File: config.mk
export PLATFORM = sky130hd
export DESIGN_NAME = hazard_stall_ctrl
export DESIGN_NICKNAME = d
export VERILOG_FILES = /design/src/rtl/mips_pipe_pkg.sv /design/src/rtl/load_use_detect.sv /design/src/rtl/hazard_stall_ctrl.sv
export SDC_FILE = /design/constraint.sdc
export NUM_CORES = 1
export LEC_CHECK = 0
export CORE_ASPECT_RATIO = 0.5
export CORE_MARGIN = 8
export CORE_UTILIZATION = 35
export CTS_CLUSTER_DIAMETER = 40
export DETAILED_ROUTE_END_ITERATION = 6
export PLACE_DENSITY = 0.68
export SYNTH_ARGS = -nofsm -noshare
export SYNTH_HDL_FRONTEND = slang
export SYNTH_SLANG_ARGS = --single-unit
File: constraint.sdc
create_clock -name clk -period 2.83 [get_ports clk]
set_input_delay 0.566 -clock clk [delete_from_list [all_inputs] [get_ports clk]]
set_output_delay 0.566 -clock clk [all_outputs]
set_load 0.01 [all_outputs]
File: src/rtl/mips_pipe_pkg.sv
// Shared definitions for the MIPS pipeline control blocks: FSM state
// encoding, the hard-wired zero register and default widths.
package mips_pipe_pkg;

  localparam int REG_ADDR_WIDTH = 5;
  localparam int STAT_WIDTH     = 32;

  // $zero never carries a real dependency, so it can never cause a stall.
  localparam logic [REG_ADDR_WIDTH-1:0] REG_ZERO = '0;

  typedef enum logic {
    RUN       = 1'b0,
    MULT_WAIT = 1'b1
  } state_t;

endpackage

File: src/rtl/load_use_detect.sv
// Load-use hazard comparator: flags when the instruction in ID reads a
// register that the load currently in EX has not yet written back.
// Purely combinational so the forwarding unit can reuse it.
module load_use_detect
  import mips_pipe_pkg::*;
#(
  parameter int REG_ADDR_WIDTH = mips_pipe_pkg::REG_ADDR_WIDTH
) (
  input  logic                      mem_read,
  input  logic [REG_ADDR_WIDTH-1:0] ex_rt,
  input  logic [REG_ADDR_WIDTH-1:0] id_rs,
  input  logic [REG_ADDR_WIDTH-1:0] id_rt,
  input  logic                      uses_rt,
  output logic                      hazard
);

  logic [REG_ADDR_WIDTH-1:0] zero_reg;
  logic                      rs_match;
  logic                      rt_match;

  assign zero_reg = REG_ADDR_WIDTH'(REG_ZERO);

  // rs is always read; rt only matters when the ID instruction uses it.
  always_comb begin
    rs_match = (ex_rt == id_rs);
    rt_match = uses_rt && (ex_rt == id_rt);
    hazard   = mem_read && (ex_rt != zero_reg) && (rs_match || rt_match);
  end

endmodule

File: src/rtl/hazard_stall_ctrl.sv
// Front-end hazard and stall controller for the 5-stage MIPS pipeline.
// Drives the PC / IF-ID / ID-EX enables every cycle from the current
// state and hazard inputs, and counts cycles in which the PC is held.
//
// Control handshake: outputs are combinational and are consumed by the
// pipeline registers on the same rising edge. pc_write=1 means the PC
// loads; if_id_write=1 captures fetch data, if_id_flush=1 loads a NOP
// (never both); id_ex_flush=1 replaces the ID instruction with a bubble.
// busy is the registered FSM state (1 = MULT_WAIT) and doubles as the
// state observation point.
module hazard_stall_ctrl
  import mips_pipe_pkg::*;
#(
  parameter int REG_ADDR_WIDTH = mips_pipe_pkg::REG_ADDR_WIDTH,
  parameter int MULT_CYCLES    = 4,
  parameter int STAT_WIDTH     = mips_pipe_pkg::STAT_WIDTH
) (
  input  logic                      clk,
  input  logic                      reset,
  input  logic [REG_ADDR_WIDTH-1:0] id_rs,
  input  logic [REG_ADDR_WIDTH-1:0] id_rt,
  input  logic                      id_uses_rt,
  input  logic                      ex_mem_read,
  input  logic [REG_ADDR_WIDTH-1:0] ex_rt,
  input  logic                      branch_taken,
  input  logic                      mult_start,
  input  logic                      imem_ready,
  input  logic                      stat_clear,
  output logic                      pc_write,
  output logic                      if_id_write,
  output logic                      if_id_flush,
  output logic                      id_ex_flush,
  output logic                      busy,
  output logic [STAT_WIDTH-1:0]     stall_cycles
);

  localparam int CNT_W = $clog2(MULT_CYCLES);
  // The RUN cycle that sees mult_start is the first stall cycle, so the
  // wait state covers the remaining MULT_CYCLES-1 cycles (cnt down to 0).
  localparam logic [CNT_W-1:0] CNT_LOAD = CNT_W'(MULT_CYCLES - 2);

  state_t           state;
  logic [CNT_W-1:0] cnt;
  logic             load_use;

  load_use_detect #(
    .REG_ADDR_WIDTH (REG_ADDR_WIDTH)
  ) u_load_use_detect (
    .mem_read (ex_mem_read),
    .ex_rt    (ex_rt),
    .id_rs    (id_rs),
    .id_rt    (id_rt),
    .uses_rt  (id_uses_rt),
    .hazard   (load_use)
  );

  // Output decode: reset forces everything off, MULT_WAIT holds the front
  // end, RUN applies branch > mult > load-use > imem wait > advance.
  always_comb begin
    pc_write    = 1'b0;
    if_id_write = 1'b0;
    if_id_flush = 1'b0;
    id_ex_flush = 1'b0;
    if (!reset) begin
      if (state == MULT_WAIT) begin
        id_ex_flush = 1'b1;
      end else if (branch_taken) begin
        pc_write    = 1'b1;
        if_id_flush = 1'b1;
      end else if (mult_start || load_use) begin
        id_ex_flush = 1'b1;
      end else if (!imem_ready) begin
        // Fetch not valid: keep PC, feed a NOP; ID proceeds normally.
        if_id_flush = 1'b1;
      end else begin
        pc_write    = 1'b1;
        if_id_write = 1'b1;
      end
    end
  end

  // FSM and wait counter; a taken branch suppresses entry into MULT_WAIT.
  always_ff @(posedge clk or posedge reset) begin
    if (reset) begin
      state <= RUN;
      cnt   <= '0;
    end else begin
      unique case (state)
        RUN: begin
          if (!branch_taken && mult_start) begin
            state <= MULT_WAIT;
            cnt   <= CNT_LOAD;
          end
        end
        MULT_WAIT: begin
          if (cnt == '0) begin
            state <= RUN;
          end else begin
            cnt <= cnt - 1'b1;
          end
        end
        default: begin
          state <= RUN;
          cnt   <= '0;
        end
      endcase
    end
  end

  assign busy = (state == MULT_WAIT);

  // Saturating count of cycles with the PC held; clear wins over increment.
  always_ff @(posedge clk or posedge reset) begin
    if (reset) begin
      stall_cycles <= '0;
    end else if (stat_clear) begin
      stall_cycles <= '0;
    end else if (!pc_write && (stall_cycles != '1)) begin
      stall_cycles <= stall_cycles + 1'b1;
    end
  end

endmodule

==> flow_metrics.env <==
export IMPL_status="finished clean"
export IMPL_slowest_stage="or4_4"
export IMPL_fp_dieH_um=72.7
export IMPL_synth_top_cell_area_share_pct=38.9
export IMPL_maxSlewViolCount=0
export IMPL_rows=20
export IMPL_critPathRequiredTime_ps=2260
export IMPL_cts_root_buf="clkbuf_16"
export IMPL_hold_viol_final=0
export IMPL_area_growth_pct=43.4
export IMPL_cp_cell_sequence="dlygate4sd2_1 > or4_4 > o21ai_4 > o21ba_4 > nor3_2 > o21a_1 > clkdlybuf4s15_2"
export IMPL_start_kind="input port"
export IMPL_powerDensity_nw_per_um2=444
export IMPL_worstSkewPairLatency_ps=280
export IMPL_synth_edf_count=0
export IMPL_rsz0062_at_grt="no"
export IMPL_slew_headroom_pct=40.5
export IMPL_routabilityCongestion=0.883
export IMPL_wl_per_cell_um=15.2
export IMPL_worstMarginPinSlew_ps=886
export IMPL_multi_input_area_um2=1330
export IMPL_grt_pass1_wl_um=10600
export IMPL_num_vias=2272
export IMPL_path_clk_slew_ps=50
export IMPL_nets=355
export IMPL_ys_ff_latch=35
export IMPL_ff_latch_area_um2=876
export IMPL_vias_per_cell=5.42
export IMPL_clock_sinks=35
export IMPL_numCtsBuffers=5
export IMPL_setup_viol=0
export IMPL_intPower_w=0.00101
export IMPL_die_w_um=129
export IMPL_htreeDepth=2
export IMPL_p_sw_w=0.000422
export IMPL_period_needed_ps=2760
export IMPL_p_sw_share_pct=29.4
export IMPL_final_fill_count=569
export IMPL_pwr_share_seq_pct=39.3
export IMPL_initial_utilization_pct=36.6
export IMPL_critPathCaptureType="primary output"
export IMPL_syn_inst=257
export IMPL_die_area_um2=9420
export IMPL_finalWorstSetupSlack_ps=65.2
export IMPL_hp_class="flop to flop"
export IMPL_peakVddDrop_mv=0.209
export IMPL_yosys_cell_types_count=46
export IMPL_clock_fmax_mhz=362
export IMPL_drtIter0Drc=125
export IMPL_synth_largest_area_cell="dfrtp_1"
export IMPL_fin_cells=419
export IMPL_p_leak_nw=1.22
export IMPL_power_w=0.00143
export IMPL_totalWireLength_um=6370
export IMPL_combPwrFrac_pct=23.5
export IMPL_fin_crit_sh_pct=97.7
export IMPL_syn_area_um2=2250
export IMPL_yosysSeqAreaShare_pct=38.9
export IMPL_cp_top_family="simple AND/OR/NAND/NOR gates"
export IMPL_antenna_cells=0
export IMPL_critical_path_class="input port to primary output"
export IMPL_synthArstFlopShare_pct=100
export IMPL_maxCapViolations=0
export IMPL_grt_max_degree=59
export IMPL_worst_path_max_fanout=3
export IMPL_cts_tree="built"
export IMPL_cp_arrival_ps=2200
export IMPL_skew_ps=4.05
export IMPL_clk_path_buf_depth=2
export IMPL_p_clk_share_pct=37.1
export IMPL_dp_slack_ps=-554
export IMPL_syn_avg_cell_area_um2=8.77
export IMPL_placed_cells=410
export IMPL_drc=0
export IMPL_grt_total_usage_pct=13.7
export IMPL_firstDrtPassIters=4
export IMPL_synth_area_leaders="dfrtp_1 (39%), or4_1 (7.0%), o31ai_1 (6.0%)"
export IMPL_port_buffers=59
export IMPL_synthesis_nets=282
export IMPL_io_pins=60
export IMPL_dp_hpwl_um=4630
export IMPL_core_area_um2=6160
export IMPL_crit_path_max_incr_delay_ps=540
export IMPL_antenna_left=0
export IMPL_yosysWarnings=0
export IMPL_yosys_most_used_dff="dfrtp_1"
export IMPL_grt_pass1_vias=2204
export IMPL_critPathBufInv=2
export IMPL_final_layout_size_suffix_gt1_share_pct=14.8
export IMPL_antenna_found_initial=0
export IMPL_postCtsHoldBufs=0
export IMPL_grt_overflow_total=0
[through the flow]
| step | TNS, ps | hold WS [ps] | area, µm² | utilization (%) |
|---|---|---|---|---|
| 3_5_place_dp | -7440 | 485 | 3050 | 49.5 |
| 5_1_grt | 0 | 502 | 3230 | 52.5 |
| 3_3_place_gp | -5990 | 462 | 3050 | 49.5 |
| 6_report | 0 | 490 | 3230 | 52.5 |
| 2_1_floorplan | 0 | 451 | 2250 | - |
| 4_1_cts | 0 | 492 | 3200 | 52.0 |
[layer usage]
metal | wire length, µm | vias to the layer above | track usage [%]
li1 | - | 1126 | -
met1 | 2910 | 1087 | 16.9
met2 | 3060 | 54 | 23.3
met3 | 337 | 5 | 3.13
met4 | 65 | 0 | 4.34
met5 | 0 | - | 0
[registers in the layout (all words and copies together), names as in the netlist]
register      flops
busy              1
cnt               2
stall_cycles     32
[synth_stat cells, types with 4 or more instances]
master,count
or4_1,21
xnor2_1,8
nor3_1,9
dfrtp_1,35
o31ai_1,18
buf_2,5
nor2_1,12
nand4_1,7
nand2_1,24
or3_1,6
clkbuf_1,7
nand3_1,12
a21oi_1,26
o21ai_1,6
nor2b_1,4
o21ai_0,5
inv_1,9
[final timing paths]
path	startpoint	to	slack [ps]	cells after the start
worst max register to register	stall_cycles[17]	stall_cycles[23]	350	6
worst min register to register	cnt[0]	cnt[0]	490	1
worst max-delay path	ex_rt[2]	if_id_flush	70	7
worst min-delay path	cnt[0]	cnt[0]	490	1
max in group asynchronous	reset	stall_cycles[5]	1650	4
min in group asynchronous	reset	stall_cycles[21]	850	4
[final cells by class]
class | instances | area share (%)
clock buffers | 6 | 3.99
flip-flops and latches | 35 | 27.1
inverters | 9 | 1.05
well taps | 88 | 3.41
multi-input cells | 199 | 41.2
clock inverters | 2 | 0.387
repair buffers | 80 | 22.8
[placed cells by master (no fill, tap or decap), types with 2 or more instances in the layout]
master | netlist | routed
a211oi_1 | 2 | 2
a21oi_1 | 26 | 26
and3_1 | 2 | 2
and4_1 | 3 | 3
buf_2 | 5 | 2
buf_4 | 1 | 20
clkbuf_16 | 0 | 5
clkdlybuf4s50_1 | 0 | 51
dfrtp_1 | 35 | 35
dlygate4sd2_1 | 0 | 3
ha_1 | 2 | 2
inv_1 | 9 | 9
mux2_1 | 2 | 2
mux2_2 | 2 | 2
nand2_1 | 24 | 24
nand2b_1 | 3 | 3
nand3_1 | 12 | 12
nand4_1 | 7 | 7
nor2_1 | 12 | 11
nor2b_1 | 4 | 4
nor3_1 | 9 | 7
nor3_2 | 0 | 2
nor4_1 | 3 | 3
nor4_4 | 2 | 2
o21ai_0 | 5 | 5
o21ai_1 | 6 | 4
o21ai_4 | 0 | 2
o31ai_1 | 18 | 18
or3_1 | 6 | 6
or4_1 | 21 | 20
xnor2_1 | 8 | 7
xor2_1 | 2 | 2
[timing repair]
item / in CTS / in global routing
gates resized for setup: 20 / 9
hold endpoints to repair: 0 / 0
pin swaps: 2 / 5
setup endpoints to repair: 8 / 27
setup buffers: 1 / 0
[worst register-to-register path, delay by kind of cell, from the launching register on]
kind	cells	cell delay, ps
AO/OA/AOI/OAI	1	730
AND/OR/NAND/NOR	4	870
multiplexers	1	300
flip-flops	1	460
[power groups by stage]
stage          clock network, W  registers, W  logic [W]
6_report               0.000532      0.000564   0.000337
3_3_place_gp                  0      0.000570   0.000324
2_1_floorplan                 0      0.000573   0.000182
3_5_place_dp                  0      0.000573   0.000337
4_1_cts                0.000542      0.000564   0.000332
5_1_grt                0.000558      0.000570   0.000378
[cells by family after synthesis]
group	after synthesis	share of synthesized area, %
muxes	5	2.44
DFF	35	38.9
and+or+nand+nor	117	30.9
xor gates and xnor gates	10	3.89
AOI/OAI and AO/OA	65	18.2
buffers and inverters	23	4.61
adders and majority gates	2	1.11
No activity file was read; power rests on OpenSTA's default activity.
